<file path="config.mk">
export PLATFORM = sky130hd
export DESIGN_NAME = ft245_sync_rx
export DESIGN_NICKNAME = d
export VERILOG_FILES = /design/src/rtl/platypus_ft_pkg.sv /design/src/rtl/ft_rx_fifo.sv /design/src/rtl/ft245_sync_rx.sv
export SDC_FILE = /design/constraint.sdc
export NUM_CORES = 1
export LEC_CHECK = 0
export BUFFER_PORTS_ARGS = -buffer_cell sky130_fd_sc_hd__clkbuf_2
export CORE_MARGIN = 5
export CORE_UTILIZATION = 51
export CTS_CLUSTER_SIZE = 12
export DETAILED_ROUTE_END_ITERATION = 6
export PLACE_DENSITY_LB_ADDON = 0.2
export SLEW_MARGIN = 20
export SYNTH_ARGS = -nofsm -noshare
export SYNTH_HDL_FRONTEND = slang
export SYNTH_SLANG_ARGS = --single-unit
</file>
<file path="constraint.sdc">
create_clock -name clk_i -period 7.2 [get_ports clk_i]
set_input_delay 1.08 -clock clk_i [delete_from_list [all_inputs] [get_ports clk_i]]
set_output_delay 1.08 -clock clk_i [all_outputs]
set_load 0.02 [all_outputs]
</file>
<file path="src/rtl/platypus_ft_pkg.sv">
// Shared definitions for the FT2232H FT245 synchronous FIFO interface blocks.
package platypus_ft_pkg;

    localparam int FT_DATA_W = 8;

    // FT2232H control strobes are active-low.
    localparam logic FT_ASSERT   = 1'b0;
    localparam logic FT_DEASSERT = 1'b1;

    // Receive sequencer: IDLE -> OE (bus turnaround) -> READ (strobing bytes).
    typedef enum logic [1:0] {
        IDLE = 2'd0,
        OE   = 2'd1,
        READ = 2'd2
    } ft_rx_state_e;

endpackage

</file>
<file path="src/rtl/ft_rx_fifo.sv">
// Synchronous first-word-fall-through byte FIFO. Head of queue is visible on
// dout whenever the FIFO is non-empty; dout reads as zero while empty.
module ft_rx_fifo
    import platypus_ft_pkg::*;
#(
    parameter int DEPTH  = 16,
    parameter int ADDR_W = 4
) (
    input  logic                 clk_i,
    input  logic                 reset_i,
    input  logic                 push,
    input  logic                 pop,
    input  logic [FT_DATA_W-1:0] din,
    output logic [FT_DATA_W-1:0] dout,
    output logic [ADDR_W:0]      count,
    output logic                 empty,
    output logic                 full
);

    logic [FT_DATA_W-1:0] mem_q [DEPTH];
    logic [ADDR_W:0]      wr_ptr_q, wr_ptr_d;
    logic [ADDR_W:0]      rd_ptr_q, rd_ptr_d;

    // Pointers carry one extra bit so full and empty are distinguishable.
    assign count = wr_ptr_q - rd_ptr_q;
    assign empty = (count == '0);
    assign full  = (count == (ADDR_W+1)'(DEPTH));
    assign dout  = empty ? '0 : mem_q[rd_ptr_q[ADDR_W-1:0]];

    // Next pointer values; a pop on an empty FIFO is ignored.
    always_comb begin
        wr_ptr_d = wr_ptr_q;
        rd_ptr_d = rd_ptr_q;
        if (push) begin
            wr_ptr_d = wr_ptr_q + 1'b1;
        end
        if (pop && !empty) begin
            rd_ptr_d = rd_ptr_q + 1'b1;
        end
    end

    // Pointer registers.
    always_ff @(posedge clk_i or posedge reset_i) begin
        if (reset_i) begin
            wr_ptr_q <= '0;
            rd_ptr_q <= '0;
        end else begin
            wr_ptr_q <= wr_ptr_d;
            rd_ptr_q <= rd_ptr_d;
        end
    end

    // Storage array; contents need no reset because the pointers gate visibility.
    always_ff @(posedge clk_i) begin
        if (push) begin
            mem_q[wr_ptr_q[ADDR_W-1:0]] <= din;
        end
    end

`ifndef SYNTHESIS
    // The receive sequencer drops RD# on the filling edge, so a push into a
    // full FIFO without a simultaneous pop must never happen.
    assert property (@(posedge clk_i) disable iff (reset_i) !(push && full && !pop));
`endif

endmodule

</file>
<file path="src/rtl/ft245_sync_rx.sv">
// FT245 synchronous FIFO receive path (host -> FPGA) in the 60 MHz FT clock
// domain. Drives OE#/RD#, captures ADBUS into an FWFT FIFO and presents the
// bytes on a valid/ready stream.
// Optional build macro FT_RX_STATS_EN adds rx_bytes_o and rx_stall_o counters.
module ft245_sync_rx
    import platypus_ft_pkg::*;
#(
    parameter int DEPTH  = 16,
    parameter int ADDR_W = 4
) (
    input  logic                 clk_i,
    input  logic                 reset_i,
    input  logic                 en_i,
    input  logic                 ft_rxf_i,
    input  logic [FT_DATA_W-1:0] ft_data_i,
    output logic                 ft_oe_o,
    output logic                 ft_rd_o,
    output logic [FT_DATA_W-1:0] m_data_o,
    output logic                 m_valid_o,
    input  logic                 m_ready_i,
    output logic [ADDR_W:0]      fifo_count_o
`ifdef FT_RX_STATS_EN
    ,
    output logic [31:0]          rx_bytes_o,
    output logic [15:0]          rx_stall_o
`endif
);

    ft_rx_state_e    state_q, state_d;
    logic            oe_q, oe_d;
    logic            rd_q, rd_d;

    logic            push;
    logic            pop;
    logic            fifo_empty;
    logic            fifo_full;
    logic [ADDR_W:0] fifo_count;
    logic [ADDR_W:0] free_space;
    logic            room_ok;
    logic [ADDR_W+1:0] post_count;

    // A byte is on the bus and strobed whenever our registered RD# is low
    // while the FT2232H still reports data available.
    assign push = (rd_q == FT_ASSERT) && (ft_rxf_i == FT_ASSERT);
    assign pop  = !fifo_empty && m_ready_i;

    // Fill level after the coming edge; the burst ends on the edge that fills.
    assign post_count = (ADDR_W+2)'(fifo_count) + (ADDR_W+2)'(push) - (ADDR_W+2)'(pop);
    assign free_space = (ADDR_W+1)'(DEPTH) - fifo_count;
    // A burst needs two free slots: one for the edge RD# falls, one margin.
    assign room_ok    = !fifo_full && (free_space >= (ADDR_W+1)'(2));

    ft_rx_fifo #(
        .DEPTH  (DEPTH),
        .ADDR_W (ADDR_W)
    ) u_fifo (
        .clk_i   (clk_i),
        .reset_i (reset_i),
        .push    (push),
        .pop     (pop),
        .din     (ft_data_i),
        .dout    (m_data_o),
        .count   (fifo_count),
        .empty   (fifo_empty),
        .full    (fifo_full)
    );

    assign m_valid_o    = !fifo_empty;
    assign fifo_count_o = fifo_count;
    assign ft_oe_o      = oe_q;
    assign ft_rd_o      = rd_q;

    // Next state and next strobe levels; strobes follow the next state so the
    // FT outputs come straight from flops.
    always_comb begin
        state_d = state_q;
        oe_d    = FT_DEASSERT;
        rd_d    = FT_DEASSERT;
        case (state_q)
            IDLE: begin
                if (en_i && (ft_rxf_i == FT_ASSERT) && room_ok) begin
                    state_d = OE;
                    oe_d    = FT_ASSERT;
                end
            end
            OE: begin
                state_d = READ;
                oe_d    = FT_ASSERT;
                rd_d    = FT_ASSERT;
            end
            READ: begin
                if ((ft_rxf_i == FT_DEASSERT) || !en_i ||
                    (post_count == (ADDR_W+2)'(DEPTH))) begin
                    state_d = IDLE;
                end else begin
                    oe_d = FT_ASSERT;
                    rd_d = FT_ASSERT;
                end
            end
            default: begin
                state_d = IDLE;
            end
        endcase
    end

    // Sequencer and strobe registers; reset releases the bus immediately.
    always_ff @(posedge clk_i or posedge reset_i) begin
        if (reset_i) begin
            state_q <= IDLE;
            oe_q    <= FT_DEASSERT;
            rd_q    <= FT_DEASSERT;
        end else begin
            state_q <= state_d;
            oe_q    <= oe_d;
            rd_q    <= rd_d;
        end
    end

`ifdef FT_RX_STATS_EN
    logic [31:0] rx_bytes_q, rx_bytes_d;
    logic [15:0] rx_stall_q, rx_stall_d;

    // Byte counter wraps; stall counter saturates at all-ones.
    always_comb begin
        rx_bytes_d = rx_bytes_q + (push ? 32'd1 : 32'd0);
        rx_stall_d = rx_stall_q;
        if ((state_q == IDLE) && (ft_rxf_i == FT_ASSERT) && en_i && !room_ok &&
            (rx_stall_q != 16'hFFFF)) begin
            rx_stall_d = rx_stall_q + 16'd1;
        end
    end

    // Statistics registers.
    always_ff @(posedge clk_i or posedge reset_i) begin
        if (reset_i) begin
            rx_bytes_q <= '0;
            rx_stall_q <= '0;
        end else begin
            rx_bytes_q <= rx_bytes_d;
            rx_stall_q <= rx_stall_d;
        end
    end

    assign rx_bytes_o = rx_bytes_q;
    assign rx_stall_o = rx_stall_q;
`endif

endmodule
</file>
== After elaboration in Yosys (flattened, before gate mapping) ==
Memory sizes are Yosys's and may differ from the RTL's.
Index checks and enable logic that the tools add are counted.

* Memory bits (writable): 128
* Memories kept: 1
* Word-level logic and storage cells: 45
* Register bits: 14

{| class="wikitable"
|+ Memories
! name !! depth !! width !! read ports !! clocked after Yosys merged registers in !! write ports !! RTL line !! source
|-
| u_fifo.mem_q || 16 || 8 || 1 || 0 || 1 || ft_rx_fifo.sv:20 || <nowiki>logic [FT_DATA_W-1:0] mem_q [DEPTH];</nowiki>
|}

* Add/subtract/negate cells: 6
* Order comparisons: 1
* Bitwise logic cells: 2
* Equal/unequal tests: 6
* Reductions and logical operators: 14
* Muxes and demuxes: 10

{| class="wikitable"
|+ Operators with widths
! cell !! number
|-
| $add A5 B1 Y5 const B || 2
|-
| $mux W8 || 1
|-
| $add A5 B1 Y6 || 1
|-
| $eq A6 B5 Y1 const B || 1
|-
| $logic_and A1 B1 Y1 || 6
|-
| $pmux W2 S3 || 1
|-
| $sub A6 B1 Y6 || 1
|-
| $eq A5 B5 Y1 const B || 1
|-
| $ge A5 B2 Y1 const B || 1
|-
| $logic_not A5 Y1 || 1
|-
| $sub A5 B5 Y5 || 1
|-
| $sub A5 B5 Y5 const A || 1
|-
| $mux W1 || 4
|-
| $mux W2 || 2
|-
| $ne A2 B2 Y1 const B || 2
|-
| $logic_not A1 Y1 || 3
|-
| $pmux W1 S3 || 1
|-
| $eq A2 B1 Y1 const B || 1
|-
| $eq A2 B2 Y1 const B || 1
|-
| $logic_not A2 Y1 || 1
|-
| $logic_or A1 B1 Y1 || 2
|-
| $not A1 Y1 || 2
|-
| $pmux W1 S2 || 1
|-
| $reduce_and A2 Y1 || 1
|}

== Depth between registers and ports, before layout ==
Gate-level depths: netlist (run 1).

* Word-level depth: 9
* Depth in mapped cells: 21
* Depth with buffers taken out: 18

== Cells and area by module ==
Synthesis (run 1) repeated with hierarchy kept, for this count alone.

* Cell total of the unflattened synthesis: 368
* Area total of the unflattened synthesis: 6262.3 um^2

{| class="wikitable"
|+ By module, submodules not included
! module !! sequential area each (um^2) !! cells an instance !! instances !! area an instance (um^2)
|-
| ft_rx_fifo || 4093.9 || 302 || 1 || 5672.9
|-
| ft245_sync_rx || 102.6 || 66 || 1 || 589.3
|}

== Least setup slack after synthesis (run 1) ==
No wires, ideal clock.

* Kind: reg-to-reg
* From: register u_fifo.rd_ptr_q[1]
* To: register state_q[1]
* Path slack: 2836 ps
* Data required time: 7069 ps
* Cell stages (with the launch flop): 20
* Setup time: 131 ps
* Arrival time: 4233 ps
* Period minus slack after synthesis: 4364 ps
* Cell sequence: dfrtp_1 > clkbuf_1 > buf_1 > inv_1 > ha_1 > nand2_1 > o21ai_0 > xnor2_1 > ha_1 > and2_1 > ha_1 > nor2b_1 > clkbuf_1 > ha_1 > inv_1 > ha_1 > fa_1 > nor4_1 > a31oi_1 > or3_1

* Cells in the longest elaborated chain, start to end: 9
* Elaborated cells between the ends (all ways): 17
* Those cells by class: add/sub (4); order compare (1); eq/ne (4); reduce/logical (8)

{| class="wikitable"
|+ RTL lines
! element !! RTL line !! source
|-
| from (decl) || ft_rx_fifo.sv:22 || <nowiki>logic [ADDR_W:0] rd_ptr_q, rd_ptr_d;</nowiki>
|-
| from (signal assigned) || ft_rx_fifo.sv:49 || <nowiki>rd_ptr_q <= rd_ptr_d;</nowiki>
|-
| $sub A5 B5 Y5 * || ft_rx_fifo.sv:25 || <nowiki>assign count = wr_ptr_q - rd_ptr_q;</nowiki>
|-
| parallel branches: the longest is 7 deep, another holds $add A5 B1 Y6 || - ||
|-
| $reduce_and A2 Y1 (no line) * || - ||
|-
| to (signal assigned) || ft245_sync_rx.sv:113 || <nowiki>state_q <= state_d;</nowiki>
|-
| to (decl) || ft245_sync_rx.sv:29 || <nowiki>ft_rx_state_e state_q, state_d;</nowiki>
|}

Every way passes the cells marked *.
A chain may end at the register's enable or synchronous reset.

== Worst setup path after layout (run 1) ==
* From: register u_fifo.rd_ptr_q[2]
* To: register state_q[1]

The elaborated chain is that of the path after synthesis.

==> run summary, run 1 <==
Yosys top cell by area - edfxtp_1
Top-count cell post-synth - edfxtp_1
Site Rows - 40
Area grow syn2layout - 13.9%
WL final - 11.9 mm
Syn Nets - 356
Post_cts resized - 0
Core area - 11900 um2
Wire length per cell - 22.9 um
Comb power frac - 44.9%
Post-synthesis sequential area ratio - 68.8%
Largest fanout on the critical path - 12
Worst vdd ir - 687 uV
Mux cell area share after synthesis - 14.9%
I/O pins - 29
Design area - 6950 um2
Skew-Pair Late Insertion Delay - 0.41 ns
Antenna violations before repair - 0
Final Setup Violations - 0
Ys flop type - edfxtp_1
Req. time, crit path - 7.49 ns
Die Footprint - 14200 um2
Crit end category - flop
R2R Path End - state_q[1]
Post-synth EDFFs - 128
Xor and xnor area share after synthesis - 2.67%
Largest net degree at the start of global routing - 36
Vias per inst - 5.66
Reg-to-Reg Start - u_fifo.rd_ptr_q[2]
Worst reg2reg setup slack - 2.60 ns
Power Total - 3.38 mW
Sw power - 1.19 mW
CTS tree - yes
Tcrit/Tclk final - 63.9%
Mapped Cells - 320
Synth top area share - 63.0%
Pre-CTS setup slack - 2.61 ns
Root buffer cell - clkbuf_16
CP arrival - 4.89 ns
Pint - 2.19 mW
H-tree lvl count - 4
Final worst slack - 2.60 ns
Setup TNS - 0 ns
Clock share of power - 25.0%
Hold-critical path depth - 1
Crit path kind - flop to flop
Clock sinks - 142
Hold Startpoint - state_q[0]
Post-synthesis adder-cell area fraction - 4.96%
Diode count - 0
GP Congestion - 0.825
DP Area - 6380 um2
Global route overflow - 0
Hold Fails Final Rpt - 0
Synthesis Warnings - 0
Crit path launch type - flop
Clk_skew - 0.00650 ns
Vias in the first global route - 3147
Leak Pwr - 2.45 nW
Main combinational cell family by area after synthesis - multiplexers
# fillers - 873
Worst rel slew slack - 52.8%
DRC errors left - 0
Gr usage total - 18.1%
DR iter-0 viols - 267
Detail Route Antenna Nets - 0
Total CTS buffers - 17
PortBufs - 28
Post-synthesis register bit count - 142
Chip Height - 119 um
Tmin final - 4.60 ns
Compound-cell area share of the yosys netlist - 1.03%
Die width - 119 um
Top cells by area, synth - edfxtp_1 (63%), mux4_2 (15%), dfrtp_1 (4.9%)
Hold endpoint - state_q[0]
Max Cap Violations - 0
R2R cell count - 16
Power per cell area - 487 nW/um2
Async S/R FF share, synth - 9.86%
Fin Hold WS - 0.486 ns
Final #Nets - 395
Share of cells above drive strength 1 - 27.0%
Worst slew pin tran - 0.709 ns
First-pass GRT wire length - 18.4 mm
Post-Synth Simple-Gate Area - 5.70%
Hold_buf cts - 0
Layout Cells excl Fill - 518
Switching share of power - 35.2%
Post-CTS Setup Inserts - 0
DP Wirelength - 7.27 mm
RSZ-0062 raised after global routing - false
Seq pwr share - 30.1%
Status - finished clean
Mean Syn Cell Area - 19.1 um2
Hold/Removal Path Class - flop to flop
Fin. max-slew vios - 0
Initial core utilization - 51.4%
Final Util - 58.6%
Clk pin slew, worst setup/hold paths - 0.05 ns
Drt first pass iters - 4
Fmax achieved - 0.217 GHz
Placed cells - 487
Clock Tree Buf Depth - 2
Via count - 2930
Yosys cell types - 35
Most common library cells after synthesis - edfxtp_1 (128), mux4_2 (40), and2_1 (25)
Cell Area, Synth - 6100 um2
## kinds of logic after synthesis
logic type / count (synthesis)
adder cells (fa/ha/maj): 23
multiplexers: 41
XOR/XNOR: 17
AND/OR/NAND/NOR: 60
buffers and inverters: 26
AO/OA/AOI/OAI: 11
flip-flops: 142
## critical path, cell delays in order (launching register included)
cell     delay, ns
dfrtp_1       0.75
inv_1         0.10
ha_1          0.37
nand2_1       0.06
o21ai_0       0.32
xnor2_1       0.18
ha_1          0.20
and2_1        0.17
ha_1          0.20
nor2b_1       0.39
ha_1          0.33
inv_1         0.06
ha_1          0.17
fa_1          0.42
nor4_1        0.23
a31oi_1       0.15
or3_1         0.38
## state kept, by name, indices dropped and copies added, names as in the netlist
name             count
u_fifo.wr_ptr_q      5
u_fifo.mem_q       128
ft_rd_o              1
state_q              2
ft_oe_o              1
u_fifo.rd_ptr_q      5
## cell usage in the layout (no fill, tap or decap), types with 5 or more instances in the layout
| cell | netlist | routed |
|---|---|---|
| and2_1 | 25 | 25 |
| clkbuf_1 | 4 | 5 |
| clkbuf_16 | 0 | 17 |
| clkbuf_2 | 0 | 28 |
| clkinv_2 | 0 | 5 |
| dfrtp_1 | 12 | 11 |
| edfxtp_1 | 128 | 128 |
| ha_1 | 21 | 21 |
| inv_1 | 15 | 15 |
| mux4_2 | 40 | 40 |
| nand2_1 | 7 | 7 |
| nor2_1 | 5 | 5 |
| nor3_1 | 5 | 5 |
| xnor2_1 | 11 | 11 |
| xor2_1 | 5 | 5 |
## per-layer routing
metal | vias up | part of all wire, % | wire length (um) | track usage (%)
li1 | 1332 | - | - | -
met1 | 1496 | 42 | 4950 | 24.2
met2 | 83 | 50 | 5950 | 28.4
met3 | 19 | 5.7 | 682 | 4.04
met4 | 0 | 2.4 | 284 | 8.95
met5 | - | 0 | 0 | 0
## final cells by class
| type | count | area (um2) | share of cell area, % |
|---|---|---|---|
| Timing Repair Buffer | 30 | 155 | 2.23 |
| Multi-Input combinational cell | 152 | 1790 | 25.7 |
| Clock buffer | 22 | 444 | 6.39 |
| Sequential cell | 142 | 4200 | 60.4 |
| Clock inverter | 9 | 119 | 1.71 |
| Tap cell | 147 | 184 | 2.65 |
| Inverter | 16 | 60.1 | 0.865 |
## worst max-delay path by stage
stage	slack (ns)	cells past startpoint	from	end
global placement	2.72	16	u_fifo.rd_ptr_q[2]	state_q[1]
floorplan	2.84	19	u_fifo.rd_ptr_q[1]	state_q[1]
detailed placement	2.61	16	u_fifo.rd_ptr_q[2]	state_q[1]
CTS	2.60	16	u_fifo.rd_ptr_q[2]	state_q[1]
global route	2.22	16	u_fifo.rd_ptr_q[2]	state_q[1]
finish	2.60	16	u_fifo.rd_ptr_q[2]	state_q[1]
## power groups by stage
stage / registers, mW / clock network (mW) / logic, mW
floorplan: 1.02 / 0 / 1.20
global placement: 1.03 / 0 / 1.53
detailed placement: 1.03 / 0 / 1.53
CTS: 1.02 / 0.855 / 1.54
global route: 1.03 / 0.898 / 1.68
finish: 1.02 / 0.845 / 1.52
(Power assumes the default switching activity.)
==> inputs of run 2 (changes only) <==
Settings changed: ABC_AREA from default to 1.
Clock period 7.2 ns to 4.81 ns, I/O delays scaled along.
==> run summary, run 2 <==
RSZ-0062 raised after global routing - false
Crit end category - flop
Req. time, crit path - 5.15 ns (-2.34 ns)
Vias per inst - 5.54 (-2.1%)
Initial core utilization - 52.5% (+1.1 points)
Setup crit start - u_fifo.wr_ptr_q[0]
Post-synthesis sequential area ratio - 66.0% (-2.8 points)
Most common cell after layout, fill and taps aside - nand2_1
Drt first pass iters - 5 (+1)
Seq. cell area - 4200 um2 (unchanged)
Power Total - 5.34 mW (+58%)
Post-CTS Setup Inserts - 0 (unchanged)
Die Footprint - 14800 um2 (+3.9%)
Final Setup Violations - 0 (unchanged)
Final worst slack - 0.366 ns (-2.24 ns)
Clk pin slew, worst setup/hold paths - 0.05 ns (about the same)
Fin Hold WS - 0.350 ns (-0.136 ns)
Clock Tree Buf Depth - 2 (unchanged)
Die width - 122 um (+2.0%)
Hold_buf cts - 0 (unchanged)
Hold/Removal Path Class - input port to asynchronous set/reset pin
Status - finished clean
Synth top area share - 60.4% (-2.6 points)
DP Area - 6590 um2 (+3.2%)
Max Cap Violations - 0 (unchanged)
Clock sinks - 142 (unchanged)
Total CTS buffers - 17 (unchanged)
Vias in the first global route - 4122 (+31%)
Detail Route Antenna Nets - 0 (unchanged)
Reg-to-Reg Start - u_fifo.wr_ptr_q[0]
Top cells by area, synth - edfxtp_1 (60%), nand2_1 (8.3%), dfrtp_1 (4.7%)
Async S/R FF share, synth - 9.86% (unchanged)
Cell Area, Synth - 6360 um2 (+4.3%)
Wire length per cell - 18.9 um (-18%)
Design area - 7140 um2 (+2.8%)
Worst slew pin tran - 1.04 ns (+0.329 ns)
Via count - 4238 (+45%)
Chip Height - 122 um (+2.0%)
PortBufs - 28 (unchanged)
WL final - 14.4 mm (+22%)
Largest fanout on the critical path - 7 (-5)
Max reg flops - 128 (unchanged)
Syn Nets - 593 (+67%)
First-pass GRT wire length - 22.5 mm (+22%)
Root buffer cell - clkbuf_16
Mean Syn Cell Area - 11.4 um2 (-40%)
Tcrit/Tclk final - 92.4% (+29 points)
Layout Cells excl Fill - 765 (+48%)
GP Congestion - 0.896 (+8.7%)
Sw power - 2.30 mW (+94%)
Footprint of the multi-input gates - 1880 um2 (+5.3%)
Seq pwr share - 28.3% (-1.8 points)
Fin. max-slew vios - 0 (unchanged)
CTS tree - yes
Post_cts resized - 0 (unchanged)
DP Wirelength - 8.98 mm (+24%)
Mapped Cells - 557 (+74%)
Worst rel slew slack - 30.5% (-22 points)
Top-count cell post-synth - nand2_1
Pint - 3.04 mW (+38%)
DRC errors left - 0 (unchanged)
# fillers - 1029 (+18%)
Hold Fails Final Rpt - 0 (unchanged)
Final #Nets - 622 (+57%)
Share of cells above drive strength 1 - 11.4% (-16 points)
H-tree lvl count - 4 (unchanged)
Yosys top cell by area - edfxtp_1
Clk_skew - 0.00883 ns (+0.00233 ns)
Crit path launch type - flop
I/O pins - 29 (unchanged)
Tmin final - 4.44 ns (-0.154 ns)
Leak Pwr - 2.76 nW (+13%)
Largest net degree at the start of global routing - 68 (+89%)
Power per cell area - 748 nW/um2 (+54%)
Worst vdd ir - 588 uV (-14%)
Comb power frac - 48.7% (+3.8 points)
Gr usage total - 20.5% (+2.4 points)
Pre-CTS setup slack - 0.434 ns (-2.17 ns)
Antenna violations before repair - 0 (unchanged)
Area grow syn2layout - 12.2%
Clock share of power - 23.1% (-1.9 points)
Post-synth EDFFs - 128 (unchanged)
DR iter-0 viols - 435 (+63%)
Skew-Pair Late Insertion Delay - 0.42 ns (about the same)
Core area - 12100 um2 (+2.1%)
Setup TNS - 0 ns (unchanged)
Most frequent cells in the layout - nand2_1 (140), edfxtp_1 (128), a21oi_1 (54), nor2_1 (51), nand3_1 (34)
Post-synthesis register bit count - 142 (unchanged)
Diode count - 0 (unchanged)
Global route overflow - 0 (unchanged)
Most common library cells after synthesis - nand2_1 (140), edfxtp_1 (128), a21oi_1 (54)
Crit path kind - flop to flop
Site Rows - 40 (unchanged)
Placed cells - 735 (+51%)
Synthesis Warnings - 0 (unchanged)
Switching share of power - 43.1% (+8.0 points)
Final Util - 59.0% (+0.39 points)
Ys flop type - edfxtp_1
Yosys cell types - 30 (-14%)
CP arrival - 4.78 ns (-0.11 ns)
Fmax achieved - 0.225 GHz (+3.5%)
==> run 2: cell types whose count changed in the layout (fill, tap and decap cells not counted), sizes merged, moves of 18 or more <==
cell   change
nand3     +34
mux4      -40
a21oi     +50
nand2    +133
inv       +18
nor2      +48
and2      -25
==> run 2: cell type report <==
class / count / share of cell area [%]
multi-input cells: 359 / 26.3
inverters: 34 / 1.84
repair buffers: 32 / 2.38
flip-flops and latches: 142 / 58.8
clock inverters: 12 / 1.70
clock buffers: 18 / 6.01
well taps: 168 / 2.94
==> run 2: cell families (layout without fill, tap and decap cells) <==
| logic type | after synthesis | count (layout) | share of synthesized area (%) |
|---|---|---|---|
| flops | 142 | 142 | 66.0 |
| buf+inv | 56 | 96 | 4.52 |
| simple gates | 236 | 236 | 14.9 |
| fa+ha+maj | 23 | 23 | 4.76 |
| xor+xnor | 12 | 12 | 1.77 |
| compound gates | 88 | 88 | 8.04 |
==> run 2: final timing paths <==
kind | endpoint | slack [ns] | cells past startpoint
worst min register to register | state_q[0] | 0.46 | 1
worst max register to register | ft_rd_o | 0.37 | 20
worst min-delay path | u_fifo.rd_ptr_q[4] | 0.35 | 2
max in group asynchronous | u_fifo.rd_ptr_q[0] | 4.05 | 2
worst max-delay path | ft_rd_o | 0.37 | 20
min in group clk_i | state_q[0] | 0.46 | 1
==> run 2: per-layer routing <==
layer | routed length (um) | global-route usage (%) | up-vias
met3 | 1040 | 5.20 | 17
met4 | 149 | 6.65 | 0
met2 | 6780 | 31.2 | 141
li1 | - | - | 1991
met1 | 6460 | 29.1 | 2089
met5 | 0 | 0 | -
==> run 2: critical path, stage by stage, from the launching register on <==
cell     delay [ns]
dfrtp_1        0.44
inv_1          0.11
ha_1           0.22
fa_1           0.65
ha_1           0.23
nand2_1        0.06
inv_1          0.07
ha_1           0.29
inv_1          0.23
nand2_1        0.15
inv_1          0.11
ha_1           0.29
inv_1          0.04
ha_1           0.19
fa_1           0.43
or2_2          0.29
nor2_1         0.12
nand3_1        0.08
nor2_1         0.09
nand3_1        0.11
a21oi_1        0.17
==> run 2: power groups by stage <==
stage | Clock (mW) | Combinational [mW] | Sequential (mW)
after floorplan | 0 | 1.93 | 1.52
after global placement | 0 | 2.53 | 1.53
after detailed placement | 0 | 2.58 | 1.53
after CTS | 1.24 | 2.60 | 1.51
after global routing | 1.29 | 2.90 | 1.52
final | 1.23 | 2.60 | 1.51
==> inputs of run 3 (changes only) <==
--- a/config.mk
+++ b/config.mk
@@ -9,2 +9,3 @@
 export BUFFER_PORTS_ARGS = -buffer_cell sky130_fd_sc_hd__clkbuf_2
+export CORE_ASPECT_RATIO = 1.75
 export CORE_MARGIN = 5
@@ -17,2 +18,3 @@
 export SYNTH_HDL_FRONTEND = slang
+export SYNTH_HIERARCHICAL = 1
 export SYNTH_SLANG_ARGS = --single-unit
--- a/constraint.sdc
+++ b/constraint.sdc
@@ -3,2 +3,2 @@
 set_output_delay 0.7215 -clock clk_i [all_outputs]
-set_load 0.02 [all_outputs]
+set_load 0.01 [all_outputs]
==> run summary, run 3 <==
WL final - 14.8 mm (+2.6%)
Clock sinks - 142 (unchanged)
Antenna violations before repair - 0 (unchanged)
Chip Height - 159 um (+31%)
Leak Pwr - 2.92 nW (+5.8%)
Hold Fails Final Rpt - 0 (unchanged)
Top-count cell post-synth - nand2_1
Post-synthesis register bit count - 142 (unchanged)
Post-CTS Setup Inserts - 0 (unchanged)
Most used cell, CP - nand2_1
H-tree lvl count - 4 (unchanged)
Worst vdd ir - 954 uV (+62%)
Most common cell after layout, fill and taps aside - nand2_1
Max Cap Violations - 0 (unchanged)
Mean Syn Cell Area - 10.4 um2 (-8.8%)
First-pass GRT wire length - 23.2 mm (+3.4%)
Fin. max-slew vios - 0 (unchanged)
Core area - 12400 um2 (+2.6%)
Most Crowded Layer GR - met2
I/O pins - 29 (unchanged)
Crit end category - flop
Max reg flops - 128 (unchanged)
Yosys cell types - 24 (-20%)
Root buffer cell - clkbuf_16
Site Rows - 54 (+35%)
Top cells by area, synth - edfxtp_1 (60%), nand2_1 (13%), nand3_1 (8.0%)
Synth top area share - 59.5% (-0.89 points)
CTS tree - yes
Clock Tree Buf Depth - 2 (unchanged)
DP Wirelength - 9.65 mm (+7.4%)
Drt first pass iters - 5 (unchanged)
# fillers - 1085 (+5.4%)
Most common library cells after synthesis - nand2_1 (217), edfxtp_1 (128), nand3_1 (103)
CP peak stage delay - 0.67 ns (+0.02 ns)
Area grow syn2layout - 12.6%
Crit path kind - flop to flop
Post-synth EDFFs - 128 (unchanged)
Tmin final - 4.38 ns (-0.0674 ns)
Async S/R FF share, synth - 9.86% (unchanged)
Post-synthesis sequential area ratio - 65.0% (-0.97 points)
Yosys top cell by area - edfxtp_1
Die Footprint - 15100 um2 (+2.0%)
Placed cells - 797 (+8.4%)
Clk_skew - 0.00420 ns (-0.00463 ns)
Wire length per cell - 17.9 um (-5.2%)
Req. time, crit path - 5.14 ns (about the same)
CP arrival - 4.71 ns (-0.07 ns)
Die width - 95.1 um (-22%)
Gr usage total - 20.9% (+0.36 points)
Tcrit/Tclk final - 91.0% (-1.4 points)
Largest fanout on the critical path - 14 (+7)
Vias in the first global route - 4396 (+6.6%)
Global route overflow - 0 (unchanged)
Vias per inst - 5.37 (-3.1%)
Footprint of the multi-input gates - 1970 um2 (+4.9%)
Slowest cell on crit path - dfrtp_1
DRC errors left - 0 (unchanged)
Ys flop type - edfxtp_1
Most frequent cells in the layout - nand2_1 (217), edfxtp_1 (128), nand3_1 (103), nor2_1 (47), inv_1 (32)
GP Congestion - 0.848 (-5.4%)
Hold_buf cts - 0 (unchanged)
Share of cells above drive strength 1 - 10.9% (-0.48 points)
Status - finished clean
Mapped Cells - 620 (+11%)
Diode count - 0 (unchanged)
Total CTS buffers - 17 (unchanged)
Crit path launch type - flop
Setup TNS - 0 ns (unchanged)
Largest net degree at the start of global routing - 69 (+1.5%)
Seq. cell area - 4200 um2 (unchanged)
DR iter-0 viols - 309 (-29%)
PortBufs - 28 (unchanged)
Final Setup Violations - 0 (unchanged)
Hold/Removal Path Class - input port to asynchronous set/reset pin
Detail Route Antenna Nets - 0 (unchanged)
RSZ-0062 raised after global routing - false
Final #Nets - 682 (+9.6%)
GR Util met3 - 4.45% (-0.75 points)
Worst slew pin tran - 0.992 ns (-0.0461 ns)
Initial core utilization - 51.9% (-0.59 points)
Syn Nets - 654 (+10%)
Synthesis Warnings - 6 (+6)
R2R cell count - 20 (unchanged)
Post_cts resized - 0 (unchanged)
Via count - 4444 (+4.9%)
Layout Cells excl Fill - 828 (+8.2%)
Skew-Pair Late Insertion Delay - 0.41 ns (about the same)
Cells along the critical path - clkinv_1 > ha_1 > a21oi_1 > nand2_1 > nand2_1 > nand2_1 > nand3_2 > inv_2 > nor2_1 > ha_1 > inv_1 > ha_1 > fa_1 > nor2_1 > nand2_1 > nor2_1 > nand3_1 > nor2_1 > nand2_1 > a21oi_1
Clk pin slew, worst setup/hold paths - 0.06 ns (about the same)
Grt met2 use - 36.7% (+5.5 points)
Power per cell area - 713 nW/um2 (-4.6%)
Worst rel slew slack - 33.6% (+3.1 points)
Fmax achieved - 0.228 GHz (+1.5%)
Cell Area, Synth - 6460 um2 (+1.5%)
Met1 usage - 23.6% (-5.5 points)
-- run 3: cell count changes after synthesis, moves of 8 or more --
cell,previous run,this run
nand2_1,140,217
o31ai_1,8,0
a21oi_1,54,6
nand3_1,34,103
-- run 3: worst paths after layout --
path                               startpoint  slack [ns]            endpoint
hold reg to reg                    state_q[0]        0.43          state_q[0]
hold / removal                        reset_i        0.18          state_q[0]
setup reg to reg           u_fifo/rd_ptr_q[2]        0.43             ft_rd_o
setup / recovery           u_fifo/rd_ptr_q[2]        0.43             ft_rd_o
max in group asynchronous             reset_i        4.18  u_fifo/rd_ptr_q[0]
min in group clk_i                 state_q[0]        0.43          state_q[0]
-- run 3: per-layer routing --
layer	wire, um	vias to the layer above
met1	5360	2119
met4	530	0
met5	0	-
li1	-	2136
met2	8120	153
met3	789	36
-- run 3: worst max-delay path, delay by kind of cell (launching register included) --
kind | cells | cell delay, ns
compound gates | 2 | 0.36
fa+ha+maj | 4 | 1.36
buf+inv | 3 | 0.62
flops | 1 | 0.67
simple gates | 11 | 1.31
-- run 3: where the power goes --
part | total (mW) | leakage (nW) | switching, mW | internal (mW)
Clock | 1.24 | 0.269 | 0.484 | 0.758
Sequential | 1.51 | 1.32 | 0.0772 | 1.43
Combinational | 2.44 | 1.33 | 1.63 | 0.806
Total | 5.19 | 2.92 | 2.19 | 3.00
-- run 3: cell type report --
type	instances	share of cell area, %
inverters	38	1.98
repair buffers	33	2.44
clock buffers	17	5.85
clock inverters	14	1.98
well taps	168	2.89
flip-flops and latches	142	57.7
multi-input cells	416	27.1
-- run 3: cell families (layout without fill, tap and decap cells) --
kind of cell | after synthesis | count (layout) | share of synthesized area [%]
compound gates | 13 | 13 | 1.07
buf+inv | 62 | 102 | 4.46
simple gates | 372 | 372 | 23.8
flops | 142 | 142 | 65.0
fa+ha+maj | 21 | 21 | 4.30
xor+xnor | 10 | 10 | 1.36
-- run 3: stage by stage --
step | power [mW] | util, % | worst slack [ns] | hold slack, ns | area (um2)
2_1_floorplan | 3.28 | - | 1.10 | 0.402 | 6460
3_3_place_gp | 3.88 | 53.9 | 0.731 | 0.419 | 6700
3_5_place_dp | 3.95 | 53.9 | 0.469 | 0.421 | 6700
4_1_cts | 5.20 | 58.5 | 0.432 | 0.173 | 7270
5_1_grt | 5.57 | 58.5 | 0.0223 | 0.181 | 7270
6_report | 5.19 | 58.5 | 0.433 | 0.180 | 7270
